## src/rtl/meas_pkg.sv

```systemverilog
// Shared types and constants for the paper-count measurement sequencer.
package meas_pkg;

  localparam int CNT_W = 28;

  localparam logic [1:0] ERR_TIMEOUT = 2'b01;
  localparam logic [1:0] ERR_NOCAL   = 2'b10;

  localparam logic [3:0] MAX_PAPER = 4'd9;

  typedef enum logic [2:0] {
    ST_IDLE,
    ST_REQ,
    ST_WAIT,
    ST_AVG,
    ST_CAL_STORE,
    ST_CLASSIFY,
    ST_DONE
  } state_t;

  typedef enum logic {
    MODE_CAL,
    MODE_MEAS
  } mode_t;

endpackage

```

## src/rtl/meas_classify.sv

```systemverilog
// Threshold walker: counts how many STEP-spaced thresholds below the
// baseline the averaged count reaches, one comparison per clock.
module meas_classify
  import meas_pkg::*;
#(
  parameter logic [CNT_W-1:0] STEP = 28'd100
) (
  input  logic             clk_6M,
  input  logic             reset_n,
  input  logic             i_start,
  input  logic [CNT_W-1:0] i_avg,
  input  logic [CNT_W-1:0] i_base,
  output logic             o_done,
  output logic [3:0]       o_k
);

  logic             r_run;
  logic             r_zero;
  logic [CNT_W-1:0] r_avg;
  logic [CNT_W-1:0] r_thr;
  logic [3:0]       r_k;

  logic             w_hit;
  logic             w_guard;
  logic             w_last;
  logic [3:0]       w_kInc;

  // A hit means the average sits at or below the current threshold.
  // The guard stops the walk once the next threshold would drop below
  // STEP, so thresholds never wrap around zero.
  assign w_kInc  = r_k + 4'd1;
  assign w_hit   = r_run && !r_zero && (r_avg <= r_thr) && (r_k < MAX_PAPER);
  assign w_guard = {1'b0, r_thr} < {STEP, 1'b0};
  assign w_last  = (w_kInc == MAX_PAPER) || w_guard;
  assign o_done  = r_run && (!w_hit || w_last);
  assign o_k     = w_hit ? w_kInc : r_k;

  // Load the first threshold on start, then step down while hits continue.
  always_ff @(posedge clk_6M or negedge reset_n) begin
    if (!reset_n) begin
      r_run  <= 1'b0;
      r_zero <= 1'b0;
      r_avg  <= '0;
      r_thr  <= '0;
      r_k    <= '0;
    end else if (i_start) begin
      r_run  <= 1'b1;
      r_zero <= (i_base < STEP);
      r_avg  <= i_avg;
      r_thr  <= i_base - STEP;
      r_k    <= '0;
    end else if (r_run) begin
      if (o_done) begin
        r_run <= 1'b0;
      end else begin
        r_k   <= w_kInc;
        r_thr <= r_thr - STEP;
      end
    end
  end

endmodule

```

## src/rtl/meas_seq.sv

```systemverilog
// Measurement sequencer: requests NSAMP gates from the frequency counter,
// averages the counts, and either stores a calibration baseline or
// classifies the average into a paper count.
module meas_seq
  import meas_pkg::*;
#(
  parameter int               NSAMP   = 4,
  parameter logic [CNT_W-1:0] STEP    = 28'd100,
  parameter logic [CNT_W-1:0] TIMEOUT = 28'd15_000_000
) (
  input  logic             clk_6M,
  input  logic             reset_n,
  input  logic             key_cal,
  input  logic             key_meas,
  output logic             meas_start,
  input  logic             meas_done,
  input  logic [CNT_W-1:0] meas_cnt,
  output logic             busy,
  output logic             cal_valid,
  output logic [7:0]       result,
  output logic             result_valid,
  output logic             err,
  output logic [1:0]       err_code
);

  localparam int               SUM_W   = CNT_W + 4;
  localparam int               SHIFT   = $clog2(NSAMP);
  localparam logic [4:0]       NSAMP_L = 5'(NSAMP);
  localparam logic [CNT_W-1:0] TO_LAST = TIMEOUT - CNT_W'(1);

  state_t           r_state;
  mode_t            r_mode;
  logic [SUM_W-1:0] r_sum;
  logic [4:0]       r_idx;
  logic [CNT_W-1:0] r_tcnt;
  logic [CNT_W-1:0] r_avg;
  logic [CNT_W-1:0] r_base;
  logic             r_measStart;
  logic             r_busy;
  logic             r_calValid;
  logic [7:0]       r_result;
  logic             r_resultValid;
  logic             r_err;
  logic [1:0]       r_errCode;

  logic [CNT_W-1:0] w_avg;
  logic             w_clsStart;
  logic             w_clsDone;
  logic [3:0]       w_clsK;

  assign w_avg      = CNT_W'(r_sum >> SHIFT);
  assign w_clsStart = (r_state == ST_AVG) && (r_mode == MODE_MEAS);

  meas_classify #(
    .STEP(STEP)
  ) u_classify (
    .clk_6M (clk_6M),
    .reset_n(reset_n),
    .i_start(w_clsStart),
    .i_avg  (w_avg),
    .i_base (r_base),
    .o_done (w_clsDone),
    .o_k    (w_clsK)
  );

  assign meas_start   = r_measStart;
  assign busy         = r_busy;
  assign cal_valid    = r_calValid;
  assign result       = r_result;
  assign result_valid = r_resultValid;
  assign err          = r_err;
  assign err_code     = r_errCode;

  // Sequencer FSM; every output is registered alongside the state.
  always_ff @(posedge clk_6M or negedge reset_n) begin
    if (!reset_n) begin
      r_state       <= ST_IDLE;
      r_mode        <= MODE_CAL;
      r_sum         <= '0;
      r_idx         <= '0;
      r_tcnt        <= '0;
      r_avg         <= '0;
      r_base        <= '0;
      r_measStart   <= 1'b0;
      r_busy        <= 1'b0;
      r_calValid    <= 1'b0;
      r_result      <= '0;
      r_resultValid <= 1'b0;
      r_err         <= 1'b0;
      r_errCode     <= 2'b00;
    end else begin
      r_measStart   <= 1'b0;
      r_resultValid <= 1'b0;
      r_err         <= 1'b0;
      case (r_state)
        ST_IDLE: begin
          if (key_cal) begin
            r_mode      <= MODE_CAL;
            r_sum       <= '0;
            r_idx       <= '0;
            r_measStart <= 1'b1;
            r_busy      <= 1'b1;
            r_state     <= ST_REQ;
          end else if (key_meas) begin
            if (r_calValid) begin
              r_mode      <= MODE_MEAS;
              r_sum       <= '0;
              r_idx       <= '0;
              r_measStart <= 1'b1;
              r_busy      <= 1'b1;
              r_state     <= ST_REQ;
            end else begin
              r_err     <= 1'b1;
              r_errCode <= ERR_NOCAL;
            end
          end
        end
        ST_REQ: begin
          r_tcnt  <= '0;
          r_state <= ST_WAIT;
        end
        ST_WAIT: begin
          if (meas_done) begin
            r_sum <= r_sum + SUM_W'(meas_cnt);
            r_idx <= r_idx + 5'd1;
            if ((r_idx + 5'd1) < NSAMP_L) begin
              r_measStart <= 1'b1;
              r_state     <= ST_REQ;
            end else begin
              r_state <= ST_AVG;
            end
          end else if (r_tcnt == TO_LAST) begin
            r_err     <= 1'b1;
            r_errCode <= ERR_TIMEOUT;
            r_busy    <= 1'b0;
            r_state   <= ST_IDLE;
          end else begin
            r_tcnt <= r_tcnt + CNT_W'(1);
          end
        end
        ST_AVG: begin
          r_avg   <= w_avg;
          r_state <= (r_mode == MODE_CAL) ? ST_CAL_STORE : ST_CLASSIFY;
        end
        ST_CAL_STORE: begin
          r_base     <= r_avg;
          r_calValid <= 1'b1;
          r_busy     <= 1'b0;
          r_state    <= ST_IDLE;
        end
        ST_CLASSIFY: begin
          if (w_clsDone) begin
            r_result      <= {4'd0, w_clsK};
            r_resultValid <= 1'b1;
            r_state       <= ST_DONE;
          end
        end
        ST_DONE: begin
          r_busy  <= 1'b0;
          r_state <= ST_IDLE;
        end
        default: begin
          r_busy  <= 1'b0;
          r_state <= ST_IDLE;
        end
      endcase
    end
  end

endmodule

```

## config.mk

```make
export PLATFORM = sky130hd
export DESIGN_NAME = meas_seq
export DESIGN_NICKNAME = d
export VERILOG_FILES = /design/src/rtl/meas_pkg.sv /design/src/rtl/meas_classify.sv /design/src/rtl/meas_seq.sv
export SDC_FILE = /design/constraint.sdc
export NUM_CORES = 1
export LEC_CHECK = 0
export ABC_AREA = 0
export CAP_MARGIN = 20
export CORE_ASPECT_RATIO = 0.5
export CORE_MARGIN = 4
export CORE_UTILIZATION = 35
export DETAILED_ROUTE_END_ITERATION = 16
export PLACE_DENSITY = 0.58
export SLEW_MARGIN = 25
export SYNTH_ARGS = -nofsm -noshare
export SYNTH_HDL_FRONTEND = slang
export SYNTH_SLANG_ARGS = --single-unit
```

## constraint.sdc

```tcl
create_clock -name clk_6M -period 9.4 [get_ports clk_6M]
set_clock_uncertainty 0.15 [all_clocks]
set_input_delay 1.88 -clock clk_6M [delete_from_list [all_inputs] [get_ports clk_6M]]
set_output_delay 1.88 -clock clk_6M [all_outputs]
set_load 0.1 [all_outputs]
```

==> results of run 1 <==
-- flip-flops by register name, summed over array words and instances (netlist names) --
signal,flops
busy,1
cal_valid,1
err,1
err_code,2
meas_start,1
r_avg,28
r_base,28
r_idx,5
r_mode,1
r_state,3
r_sum,30
r_tcnt,28
result,4
result_valid,1
u_classify.r_avg,28
u_classify.r_k,4
u_classify.r_run,1
u_classify.r_thr,28
u_classify.r_zero,1
-- through the flow --
step	cells	util [%]
after floorplan	1154	-
after global placement	1581	38.6
after detailed placement	1581	38.6
after CTS	1613	40.6
after global routing	1613	40.6
final	1613	40.6
-- cell type report --
cell class	instances	share of cell area [%]
Inverter	52	1.57
Clock inverter	14	1.28
Timing Repair Buffer	51	3.98
Clock buffer	18	3.54
Tap cell	423	4.26
Multi-Input combinational cell	859	45.8
Sequential cell	196	39.5
-- power groups by stage --
stage / combinational [mW] / sequential [mW] / clock (mW)
2_1_floorplan: 1.08 / 1.36 / 0
3_3_place_gp: 1.47 / 1.36 / 0
3_5_place_dp: 1.49 / 1.37 / 0
4_1_cts: 1.51 / 1.35 / 0.766
5_1_grt: 1.69 / 1.40 / 0.801
6_report: 1.50 / 1.36 / 0.744
-- placed cells by master (no fill, tap or decap), types with 22 or more instances in the layout --
cell / instances
dfrtp_1: 196
xor2_1: 30
a21oi_1: 54
nor3_1: 23
ha_1: 62
inv_1: 52
o21ai_0: 88
clkdlybuf4s50_1: 42
mux2_2: 58
xnor2_1: 46
nand2_1: 168
nand3_1: 32
or3_1: 22
nor2_1: 63
-- worst max path at each step --
stage | startpoint | end | slack (ps) | cells past startpoint
2_1_floorplan | meas_cnt[0] | r_sum[28]$_DFFE_PN0P_ | 5230 | 10
3_3_place_gp | meas_cnt[0] | r_sum[28]$_DFFE_PN0P_ | 4510 | 11
3_5_place_dp | meas_cnt[0] | r_sum[28]$_DFFE_PN0P_ | 4470 | 11
4_1_cts | meas_cnt[0] | r_sum[28]$_DFFE_PN0P_ | 4960 | 11
5_1_grt | meas_cnt[0] | r_sum[28]$_DFFE_PN0P_ | 4730 | 11
6_report | meas_cnt[0] | r_sum[28]$_DFFE_PN0P_ | 4930 | 11
-- critical path, cell delays in order --
cell and delay (ps):
clkdlybuf4s50_1 400, ha_1 240, fa_1 450, a211oi_1 290, o211ai_1 190, nand4_1 190
a41oi_1 170, or4_1 420, a31oi_1 210, o21ai_0 110, a21oi_1 150
-- logic make-up after synthesis --
kind of cell,after synthesis
adder cells (fa/ha/maj),63
flip-flops,196
AND/OR/NAND/NOR,400
XOR/XNOR,76
buffers and inverters,99
other,1
multiplexers,63
AO/OA/AOI/OAI,253
-- per-layer routing --
layer | vias up | track usage, % | routed length [um]
met1 | 4130 | 22.4 | 13200
met2 | 135 | 24.1 | 11400
met5 | - | 0 | 0
li1 | 4130 | - | -
met4 | 0 | 4.31 | 391
met3 | 25 | 3.46 | 1060
==> impl_metrics.toml, run 1 <==
[clock_network]
cts_tree = "built"
cts_buffers = 17
postCtsSetupBuffers = 0
h-tree-depth = 4
hold_buffers = 0
clockBufferDepth = 2
clock-sinks = 196
clk_latency_ps = 450
clockRootBuffer = "clkbuf_16"
clkTransAtPathRegs_ps = 80
cts_resized = 0

[drt]
ant_nets = 0
route.detailed.drc = 0
routed_via_density = 5.22
dr.pass1.iters = 7
vias = 8420
drt_iter0_drc = 575
wirelength_um = 26100
wl_per_cell_um = 16.2

[grt]
grtUsageTotal_pct = 15.7
grt_max_degree = 93
grt_overflow = 0
antenna_found_initial = 0
grt_pass1_vias = 8319
grt_pass1_wl_um = 43800

[sta]
relSlewSlack_pct = 29.4
hold_violations = 0
rsz0062_at_grt = "no"
slew_violations = 0
layout_setup_ws_ps = 4930
worstMarginPinSlew_ps = 1060
min_period_ps = 4470
setup_viol = 0
max_freq_ghz = 0.224
finalCritPeriodShare_pct = 47.5
holdWs_ps = 330
fin_setup_tns_ps = 0

[die]
start_util_pct = 35.9
fp.coreArea_um2 = 30600
die_width_um = 258
die-area_um2 = 34400
top_level_ports = 48
die_h_um = 133
rows = 45

[final_layout]
finish.instance_area_um2 = 12400
regArea_um2 = 4900
fillers = 2987
layout-drive-gt1-share_pct = 9.92
multi_input_area_um2 = 5690
num-nets-final = 1273
num_antenna_cells = 0
area_growth_pct = 13.2

[power_and_ir_drop]
leakagePower_nw = 5.71
pwr-share-seq_pct = 37.7
combPwrFrac_pct = 41.7
power.total_mw = 3.60
p_int_mw = 2.09
ir_drop_uv = 131
switching_power_mw = 1.51
p_per_area_nw_per_um2 = 290
switching_share_pct = 41.9
power_frac_clock_pct = 20.7

[logic_synthesis]
netlist_area_um2 = 11000
ys_ff_latch = 196
yosysTopAreaCell = "dfrtp_1"
synth_cells = 1151
avgSynthCellArea_um2 = 9.52
yosys.cell_count.top_type = "dfrtp_1"
synth_top_area_share_pct = 44.7
yosys.area_share.adder_pct = 7.26
synth_xor_area_share_pct = 6.07
synth-edff-count = 0
ys_types = 64
async_flop_share_pct = 100
ys_seq_area_share_pct = 44.7
synth_ff_type = "dfrtp_1"
yosys-top-cells-area = "dfrtp_1 45%, ha_1 7.1%, mux2_2 6.0%"
yosysWarnings = 0
synth_compound_area_share_pct = 14.4
synth_top_family_by_area = "simple AND/OR/NAND/NOR gates"
synth_mux_area_share_pct = 6.41
synth_common_cells = "196 x dfrtp_1, 169 x nand2_1, 88 x o21ai_0"
yosys.area_share.simple_pct = 17.4

[min_path]
holdPathEnd = "u_classify.r_thr[0]$_DFFE_PN0P_"
hold_class = "register to register"
whs_path_depth = 2
hold_start = "r_base[0]$_DFFE_PN0N_"

[placement]
dpl_cell_area_um2 = 11800
gp_congestion = 0.837
io_buffers = 43
dp_hpwl_um = 18300
pre_cts_ws_ps = 4470

[setup_path]
r2r_slack_ps = 5620
cp.arrival_ps = 4690
critPathCaptureType = "register"
worstSetupPathType = "primary input to register"
crit_required_ps = 9630
ff2ff_path_depth = 9
crit_path_start_kind = "primary input"
worst-path-max-fanout = 3
regToRegEndpoint = "result[0]$_DFFE_PN0P_"
r2r-start = "u_classify.r_thr[9]$_DFFE_PN0P_"

[run_status]
status = "finished clean"

[flow_run]
max-cap-violations = 0
No activity file was read; power rests on OpenSTA's default activity.
==> run 2: changes to the inputs <==
Settings changed: PLACE_DENSITY 0.58 to 0.6.
Clock period 9.4 ns to 3.7 ns, I/O delays scaled along.
==> run 2 against run 1 <==
  * Combinational power rose to 2.6 times the previous value
  * Via count up 2.4%
  * Clock power rose to 2.7 times the previous value
  * Design area up 1.6%
  * Sequential power rose to 2.5 times the previous value
  * First-iteration DRC count up 6.3%
  * Clock-buffer cell count unchanged
  * Non-clock buffer count up 21
  * Global-route usage up 0.20 points
  * Critical path depth down 3
  * Utilization up 0.66 points
  * Highest routed layer unchanged
==> impl_metrics.toml, run 2 (same netlist as run 1, synthesis figures left out) <==
[run_status]
status = "finished clean"

[grt]
grt_overflow = 0
grt_pass1_wl_um = 44300
grtUsageTotal_pct = 15.9
antenna_found_initial = 0
grt_max_degree = 92
grt_pass1_vias = 8481

[sta]
min_period_ps = 3390
fin_setup_tns_ps = 0
hold_violations = 0
relSlewSlack_pct = 34.7
slew_violations = 0
max_freq_ghz = 0.295
finalCritPeriodShare_pct = 91.6
setup_viol = 0
layout_setup_ws_ps = 313
worstMarginPinSlew_ps = 977
rsz0062_at_grt = "no"

[setup_path]
crit_chain = "or4_4 -> or3_1 -> or4_4 -> o32ai_4 -> or2_4 -> a21oi_2 -> nor2_4 -> mux2_2"
worst-path-max-fanout = 5
worstPathBufferInverterCount = 0
crit_path_start_kind = "register"
worstSetupPathType = "register to register"
crit_required_ps = 3870
crit_slowest_cell = "or4_4"
critPathCaptureType = "register"
cp.arrival_ps = 3560
cp_top_family = "simple AND/OR/NAND/NOR gates"
worst_path_largest_cell_delay_ps = 560
critPathMostFrequentCell = "or4_4"

[final_layout]
largest_reg_flops = 30
area_growth_pct = 15.0
final_core_util_pct = 41.3
num-nets-final = 1294
mostFrequentLayoutCell = "dfrtp_1"
regMostFlops = "r_sum"
layout-drive-gt1-share_pct = 12.0
finish.instance_area_um2 = 12600
final_cell_mix = "196 x dfrtp_1, 169 x nand2_1, 88 x o21ai_0, 63 x nor2_1, 62 x ha_1"
num_antenna_cells = 0

[clock_network]
clkTransAtPathRegs_ps = 80
h-tree-depth = 4
clk_latency_ps = 450
clockRootBuffer = "clkbuf_16"
clockBufferDepth = 2
cts_buffers = 17
cts_tree = "built"
clock-sinks = 196

[power_and_ir_drop]
p_per_area_nw_per_um2 = 740
ir_drop_uv = 350
leakagePower_nw = 5.84
power.total_mw = 9.34

[drt]
dr.pass1.iters = 5
drt_iter0_drc = 611
wirelength_um = 26600
wl_met3_um = 954
routed_via_density = 5.28
route.detailed.drc = 0
vias = 8622
wl_met2_um = 12100
m1WireLength_um = 13300
wl_per_cell_um = 16.3
ant_nets = 0
top_layer = "met4"

[die]
top_level_ports = 48
die_h_um = 133
die_width_um = 258
rows = 45
start_util_pct = 35.9
die-area_um2 = 34400
fp.coreArea_um2 = 30600

[placement]
dpl_cell_area_um2 = 12000
pre_cts_ws_ps = -57.9
dp_hpwl_um = 19200
gp_congestion = 0.845
io_buffers = 43

[flow_run]
max-cap-violations = 0

[min_path]
hold_class = "primary input to async pin"
## run 2: final cells by class
cell class                 count  area [um^2]
timing repair buffer          72          659
multi-input combinational    859         5700
tap                          423          529
clock inverter                14          185
inverter                      52          195
fill                        2924        18000
clock buffer                  18          439
sequential                   196         4900
## run 2: what timing repair did
action                     in CTS  in global routing
buffers inserted                0                  0
gates resized for setup         0                  2
hold endpoints to repair        0                  0
setup endpoints to repair       0                  2
hold buffers                    0                  0
## run 2: worst reg2reg max path, cell delays in order (launching register included)
cell,delay [ps]
dfrtp_1,430
or4_4,560
or3_1,400
or4_4,550
o32ai_4,350
or2_4,210
a21oi_2,70
nor2_4,190
mux2_2,350
## run 2: final timing paths
| check | startpoint | to | slack, ps | cells past startpoint |
|---|---|---|---|---|
| setup / recovery | u_classify.r_thr[9]$_DFFE_PN0P_ | result[2]$_DFFE_PN0P_ | 310 | 8 |
| hold / removal | reset_n | r_tcnt[18]$_DFFE_PN0P_ | 220 | 1 |
| setup reg to reg | u_classify.r_thr[9]$_DFFE_PN0P_ | result[2]$_DFFE_PN0P_ | 310 | 8 |
| hold reg to reg | u_classify.r_avg[17]$_DFFE_PN0P_ | u_classify.r_avg[17]$_DFFE_PN0P_ | 330 | 2 |
| max in group asynchronous | reset_n | r_avg[5]$_DFFE_PN0N_ | 2380 | 2 |
| min in group clk_6M | u_classify.r_avg[17]$_DFFE_PN0P_ | u_classify.r_avg[17]$_DFFE_PN0P_ | 330 | 2 |
## run 2: routing by layer
| layer | global-route usage [%] | vias to the layer above |
|---|---|---|
| met5 | 0 | - |
| li1 | - | 4170 |
| met3 | 3.13 | 23 |
| met2 | 25.1 | 137 |
| met1 | 22.7 | 4292 |
| met4 | 3.74 | 0 |
## run 2: power by group
part,internal [mW],switching [mW]
clock network,1.05,0.932
logic,1.62,2.29
registers,2.79,0.662
## run 2: metrics by stage
stage          cells  hold slack, ps
6_report        1634             219
5_1_grt         1634             284
4_1_cts         1634             242
3_5_place_dp    1602             312
3_3_place_gp    1602             306
2_1_floorplan   1154             284
